==> src/rtl/spi_regs_pkg.sv <==
// Shared register map for the SPI command decoder and its APB register bank.
// Holds addresses, the chip ID default, STATUS bit positions and the byte-strobe merge helper.
package spi_regs_pkg;

  localparam logic [9:0] ADDR_CTRL      = 10'h000;
  localparam logic [9:0] ADDR_ERR_DATA  = 10'h004;
  localparam logic [9:0] ADDR_ERR_INFO  = 10'h008;
  localparam logic [9:0] ADDR_STATUS    = 10'h00C;
  localparam logic [9:0] ADDR_STIM_MASK = 10'h010;
  localparam logic [9:0] ADDR_SCRATCH   = 10'h014;
  localparam logic [9:0] ADDR_CHIP_ID   = 10'h018;

  localparam logic [31:0] CHIP_ID_DEFAULT = 32'h0101_0164;

  localparam int STATUS_CRC_ERR_BIT = 0;
  localparam int STATUS_ERR_CNT_LSB = 16;
  localparam int STATUS_ERR_CNT_MSB = 31;

  typedef enum logic [2:0] {
    REG_CTRL,
    REG_ERR_DATA,
    REG_ERR_INFO,
    REG_STATUS,
    REG_STIM_MASK,
    REG_SCRATCH,
    REG_CHIP_ID,
    REG_NONE
  } reg_sel_e;

  // Replaces only the byte lanes whose strobe is set.
  function automatic logic [31:0] apply_strb(input logic [31:0] old_word,
                                             input logic [31:0] new_word,
                                             input logic [3:0]  strb);
    logic [31:0] res;
    res = old_word;
    for (int k = 0; k < 4; k++) begin
      if (strb[k]) res[8*k +: 8] = new_word[8*k +: 8];
    end
    return res;
  endfunction

endpackage

==> src/rtl/spi_apb_regfile.sv <==
// APB slave register bank behind the SPI command decoder: stimulator mask, CRC error log/counter,
// scratch and chip ID. Read data is combinational so the decoder can capture it in the setup cycle.
module spi_apb_regfile
  import spi_regs_pkg::*;
#(
  parameter int          ADDR_W      = 10,
  parameter int          DATA_W      = 32,
  parameter int          ERRCNT_W    = 16,
  parameter logic [31:0] CHIP_ID_VAL = CHIP_ID_DEFAULT
) (
  input  logic              spi_clk_i,
  input  logic              rst_n_i,
  input  logic [ADDR_W-1:0] apb_addr_i,
  input  logic              apb_sel_i,
  input  logic              apb_enable_i,
  input  logic              apb_write_i,
  input  logic [DATA_W-1:0] apb_wdata_i,
  input  logic [3:0]        apb_strb_i,
  input  logic [2:0]        apb_prot_i,
  output logic [DATA_W-1:0] apb_rdata_o,
  output logic              apb_ready_o,
  output logic              apb_slverr_o,
  output logic [7:0]        stim_mask_en_o,
  output logic              crc_err_o
);

  logic                ready_q;
  logic [31:0]         ctrl_q;
  logic [31:0]         err_data_q;
  logic [8:0]          err_info_q;
  logic                crc_err_q;
  logic [ERRCNT_W-1:0] err_cnt_q;
  logic [7:0]          stim_mask_q;
  logic [31:0]         scratch_q;

  reg_sel_e    reg_sel;
  logic        unaligned;
  logic        addr_err;
  logic        access;
  logic        wr_commit;
  logic [31:0] status_word;
  logic [31:0] reg_word;
  logic [31:0] merged;
  logic        prot_unused;

  assign prot_unused = ^apb_prot_i;

  function automatic logic [ADDR_W-3:0] word_of(input logic [9:0] a);
    return (ADDR_W-2)'(a[9:2]);
  endfunction

  assign unaligned = |apb_addr_i[1:0];

  // Unaligned accesses decode to no register so they read back as zero.
  always_comb begin
    reg_sel = REG_NONE;
    if (!unaligned) begin
      if      (apb_addr_i[ADDR_W-1:2] == word_of(ADDR_CTRL))      reg_sel = REG_CTRL;
      else if (apb_addr_i[ADDR_W-1:2] == word_of(ADDR_ERR_DATA))  reg_sel = REG_ERR_DATA;
      else if (apb_addr_i[ADDR_W-1:2] == word_of(ADDR_ERR_INFO))  reg_sel = REG_ERR_INFO;
      else if (apb_addr_i[ADDR_W-1:2] == word_of(ADDR_STATUS))    reg_sel = REG_STATUS;
      else if (apb_addr_i[ADDR_W-1:2] == word_of(ADDR_STIM_MASK)) reg_sel = REG_STIM_MASK;
      else if (apb_addr_i[ADDR_W-1:2] == word_of(ADDR_SCRATCH))   reg_sel = REG_SCRATCH;
      else if (apb_addr_i[ADDR_W-1:2] == word_of(ADDR_CHIP_ID))   reg_sel = REG_CHIP_ID;
    end
  end

  assign addr_err  = (reg_sel == REG_NONE) | (apb_write_i & (reg_sel == REG_CHIP_ID));
  assign access    = apb_sel_i & apb_enable_i;
  assign wr_commit = access & apb_write_i & ready_q & ~addr_err;

  always_comb begin
    status_word = '0;
    status_word[STATUS_CRC_ERR_BIT] = crc_err_q;
    status_word[STATUS_ERR_CNT_LSB +: ERRCNT_W] = err_cnt_q;
  end

  always_comb begin
    reg_word = '0;
    case (reg_sel)
      REG_CTRL:      reg_word = ctrl_q;
      REG_ERR_DATA:  reg_word = err_data_q;
      REG_ERR_INFO:  reg_word = {23'd0, err_info_q};
      REG_STATUS:    reg_word = status_word;
      REG_STIM_MASK: reg_word = {24'd0, stim_mask_q};
      REG_SCRATCH:   reg_word = scratch_q;
      REG_CHIP_ID:   reg_word = CHIP_ID_VAL;
      default:       reg_word = '0;
    endcase
  end

  assign merged = apply_strb(reg_word, apb_wdata_i[31:0], apb_strb_i);

  always_ff @(posedge spi_clk_i or negedge rst_n_i) begin
    if (!rst_n_i) begin
      ready_q     <= 1'b0;
      ctrl_q      <= '0;
      err_data_q  <= '0;
      err_info_q  <= '0;
      crc_err_q   <= 1'b0;
      err_cnt_q   <= '0;
      stim_mask_q <= '0;
      scratch_q   <= '0;
    end else begin
      ready_q <= 1'b1;
      if (wr_commit) begin
        case (reg_sel)
          REG_CTRL:     ctrl_q     <= merged;
          REG_ERR_DATA: err_data_q <= merged;
          // Logging an error counts it regardless of strobes; the counter holds at all-ones.
          REG_ERR_INFO: begin
            err_info_q <= merged[8:0];
            crc_err_q  <= 1'b1;
            if (err_cnt_q != '1) err_cnt_q <= err_cnt_q + 1'b1;
          end
          REG_STATUS: begin
            if (apb_strb_i[0] & apb_wdata_i[STATUS_CRC_ERR_BIT]) begin
              crc_err_q <= 1'b0;
              err_cnt_q <= '0;
            end
          end
          REG_STIM_MASK: stim_mask_q <= merged[7:0];
          REG_SCRATCH:   scratch_q   <= merged;
          default:       ;
        endcase
      end
    end
  end

  assign apb_ready_o    = ready_q;
  assign apb_rdata_o    = apb_sel_i ? DATA_W'(reg_word) : '0;
  assign apb_slverr_o   = access & addr_err;
  assign stim_mask_en_o = stim_mask_q;
  assign crc_err_o      = crc_err_q;

endmodule

==> config.mk <==
export PLATFORM = sky130hd
export DESIGN_NAME = spi_apb_regfile
export DESIGN_NICKNAME = d
export VERILOG_FILES = /design/src/rtl/spi_regs_pkg.sv /design/src/rtl/spi_apb_regfile.sv
export SDC_FILE = /design/constraint.sdc
export NUM_CORES = 1
export LEC_CHECK = 0
export ABC_AREA = 1
export BUFFER_PORTS_ARGS = -buffer_cell sky130_fd_sc_hd__buf_4
export CAP_MARGIN = 0
export CORE_MARGIN = 2
export CORE_UTILIZATION = 30
export DETAILED_ROUTE_END_ITERATION = 12
export RECOVER_POWER = 25
export SLEW_MARGIN = 30
export SYNTH_ARGS = -nofsm -noshare
export SYNTH_HDL_FRONTEND = slang
export SYNTH_SLANG_ARGS = --single-unit
export TNS_END_PERCENT = 10
==> constraint.sdc <==
create_clock -name spi_clk_i -period 3.16 [get_ports spi_clk_i]
set_input_delay 0.316 -clock spi_clk_i [delete_from_list [all_inputs] [get_ports spi_clk_i]]
set_output_delay 0.316 -clock spi_clk_i [all_outputs]
set_load 0.005 [all_outputs]
==> results.cfg <==
[sta]
rsz0062_at_grt = no
timing.final.crit_share_pct = 87.8
final.setup.tns_ps = 0
post_layout_min_period_ps = 2770
timing.slew.headroom_pct = 9.16
timing_hold_violations_final = 0
report.final.slew_viol_count = 0
worst_slew_pin_slew_ps = 1360
report.final.setup_viol = 0
fmax_mhz = 360
clock_skew_ps = 6.22

[cells_and_area]
layout-drive-gt1-share_pct = 17.3
fin_util_pct = 37.4
final_nets = 1183
synth_to_layout_area_growth_pct = 23.3
antenna-diode-count = 0
final_cells = 1465
final_design_area_no_fill_mm2 = 0.00905

[placement]
postPlaceCellArea_mm2 = 0.00846
dp.cells = 1432
port_buffers = 93
hpwlAfterDp_um = 15000
place_congestion = 0.865

[cts]
setup_repair_bufs_after_cts = 0
cts_max_path_buffers = 2
tritoncts.num_buffers = 17
clock_tree.root_cell = sky130_fd_sc_hd__clkbuf_16
cts.hold.buffers_added = 1
htree_levels = 4
path_clk_slew_ps = 60
cts-resized-gates = 0
clock_sinks = 131
tritoncts = done
worstSkewPairLatency_ps = 420

[die]
pin_count = 97
die_height_um = 160
num_rows = 57
die-area_mm2 = 0.0257
initial_core_util_pct = 30.4
fp.coreArea_mm2 = 0.0242
die_x_um = 160

[routing]
routed_wl_um = 22900
postRouteAntennaNets = 0
detail_route.vias_per_cell = 4.83
wl_per_instance_um = 15.6
firstDrtPassIters = 6
drt-initial-drc-count = 701
vias_after_detailed_routing = 7069
drc_errors = 0

[pwr]
power_leakage_nw = 4.74
max-vdd-ir-drop_mv = 0.355
power_density_mw_per_mm2 = 427

[grt]
groute.usage.overall_pct = 18.2
first_global_vias = 6824
largest_net_degree_at_the_start_of_global_routing = 55
antenna_found_initial = 0
total_global_routing_overflow = 0
grt_first_pass_wirelength_um = 36700

[synth]
synth_warnings = 0
synth_async_sr_flop_share_pct = 100
synth_area_per_cell_um2 = 7.11
synth.top_cells.by_count = sky130_fd_sc_hd__nand2_1, sky130_fd_sc_hd__dfrtp_1, sky130_fd_sc_hd__nand3_1, sky130_fd_sc_hd__nor2_1, sky130_fd_sc_hd__inv_1
synth-seq-cells = 131
synth_top_cells_by_area = sky130_fd_sc_hd__dfrtp_1, sky130_fd_sc_hd__nand2_1, sky130_fd_sc_hd__nand3_1, sky130_fd_sc_hd__nor2_1, sky130_fd_sc_hd__inv_1
postSynth.topFlopCell = sky130_fd_sc_hd__dfrtp_1
yosys.cell_types.count = 35
post_synth_inst_count = 1032
seq_area_frac_synth_pct = 44.7
netlist_area_mm2 = 0.00734
synth-edff-count = 0
synth_most_common_cell = sky130_fd_sc_hd__nand2_1
synthesis.nets = 1087
synth_top_area_share_pct = 44.7
synth_top_cell_by_area = sky130_fd_sc_hd__dfrtp_1

[setup_path]
r2r_cells = 8
slowest_delay_ps = 420
end_kind = primary output
critical_setup_path_kind = in -> out
critical_path_required_ps = 2840
timing.critical_path.mode_cell = sky130_fd_sc_hd__nand2_1
cpMaxStageDelayCell = sky130_fd_sc_hd__nor2_4
worst_ep_arrival_time_ps = 2460
setup.worst_path.start_class = primary input
cp_cell_sequence = buf_4 > nor2_1 > nand3_1 > nor2_4 > nand2_1 > nor2_4 > buf_12 > nand2_1 > nand2_1 > inv_1 > a21oi_1 > buf_4
worst-path-max-fanout = 17

[min_path]
holdPathStages = 3
holdCritPathClass = in -> reg

[flow_run]
timing.max_cap.violations = 0

[outcome]
status = finished, final reports clean
-- layout make-up --
class                      count  area, µm²
sequential                   131       3280
clock inverter                12        131
inverter                      52        195
multi-input combinational    811       3640
fill                        2522      15100
clock buffer                  20        457
tap                          324        405
timing repair buffer         115        947
-- flip-flops by register name (all words and copies together) (netlist names) --
signal,flops
ctrl_q,32
scratch_q,32
err_cnt_q,16
apb_ready_o,1
err_info_q,9
crc_err_o,1
err_data_q,32
stim_mask_en_o,8
-- critical path: cells and delay by family --
family,cells,cell delay [ps]
buffers and inverters,4,540
and+or+nand+nor,7,1330
AOI/OAI and AO/OA,1,240
-- power breakdown --
| part | total [W] | internal (W) | switching [W] |
|---|---|---|---|
| Combinational | 0.000201 | 0.0000722 | 0.000129 |
| Sequential | 0.00168 | 0.00168 | 0.000000326 |
| Clock | 0.00198 | 0.00120 | 0.000782 |
-- layer usage --
layer / part of all wire, % / track usage [%] / routed length, µm
met5: 0 / 0 / 0
met4: 1.9 / 6.06 / 442
met3: 4.5 / 3.00 / 1030
met2: 47 / 29.6 / 10700
met1: 47 / 24.7 / 10700
-- placed cells by master (no fill, tap or decap), types with 3 or more instances in the layout --
cell type,netlist,layout
sky130_fd_sc_hd__clkinv_2,0,3
sky130_fd_sc_hd__o21ai_1,8,8
sky130_fd_sc_hd__buf_4,5,96
sky130_fd_sc_hd__clkbuf_16,0,17
sky130_fd_sc_hd__a21oi_1,8,8
sky130_fd_sc_hd__nor2_4,9,9
sky130_fd_sc_hd__or2_1,6,6
sky130_fd_sc_hd__nand2_1,465,465
sky130_fd_sc_hd__o21ai_0,17,17
sky130_fd_sc_hd__inv_1,43,43
sky130_fd_sc_hd__inv_2,8,8
sky130_fd_sc_hd__nor2_2,10,10
sky130_fd_sc_hd__nand4_1,22,22
sky130_fd_sc_hd__a31oi_1,5,5
sky130_fd_sc_hd__nor2_1,74,74
sky130_fd_sc_hd__clkbuf_4,0,9
sky130_fd_sc_hd__nor3_1,10,10
sky130_fd_sc_hd__clkinvlp_4,0,4
sky130_fd_sc_hd__xor2_1,13,13
sky130_fd_sc_hd__dfrtp_1,131,131
sky130_fd_sc_hd__nand2_2,4,4
sky130_fd_sc_hd__or2_2,18,18
sky130_fd_sc_hd__nand3_1,127,127
sky130_fd_sc_hd__o21bai_1,3,3
sky130_fd_sc_hd__buf_12,0,7
-- logic make-up (layout without fill, tap and decap cells) --
group	Yosys count	after routing	share of synthesized area (%)
and+or+nand+nor	753	753	44.5
adders and majority gates	1	1	0.170
xor gates and xnor gates	13	13	1.55
DFF	131	131	44.7
other	1	1	0.0511
AOI/OAI and AO/OA	43	43	3.24
buffers and inverters	90	199	5.80
-- through the flow --
stage                     hold WS [ps]  power (W)  worst slack, ps
final                              217    0.00386              385
after global routing               233    0.00398              198
after CTS                          198    0.00389              387
after detailed placement           409    0.00191              394
after global placement             418    0.00191              387
after floorplan                   20.4    0.00179             1230
-- path summary, 6_finish.rpt --
check / startpoint / to / slack, ps
min: apb_wdata_i[11] / err_data_q[11] / 220
max reg2reg: err_cnt_q[1] / err_cnt_q[10] / 800
max in group asynchronous: rst_n_i / err_cnt_q[14] / 1330
min in group asynchronous: rst_n_i / err_data_q[4] / 750
min reg2reg: err_info_q[2] / err_info_q[2] / 480
max: apb_addr_i[1] / apb_rdata_o[3] / 390
Power figures use the tool's default switching activity.
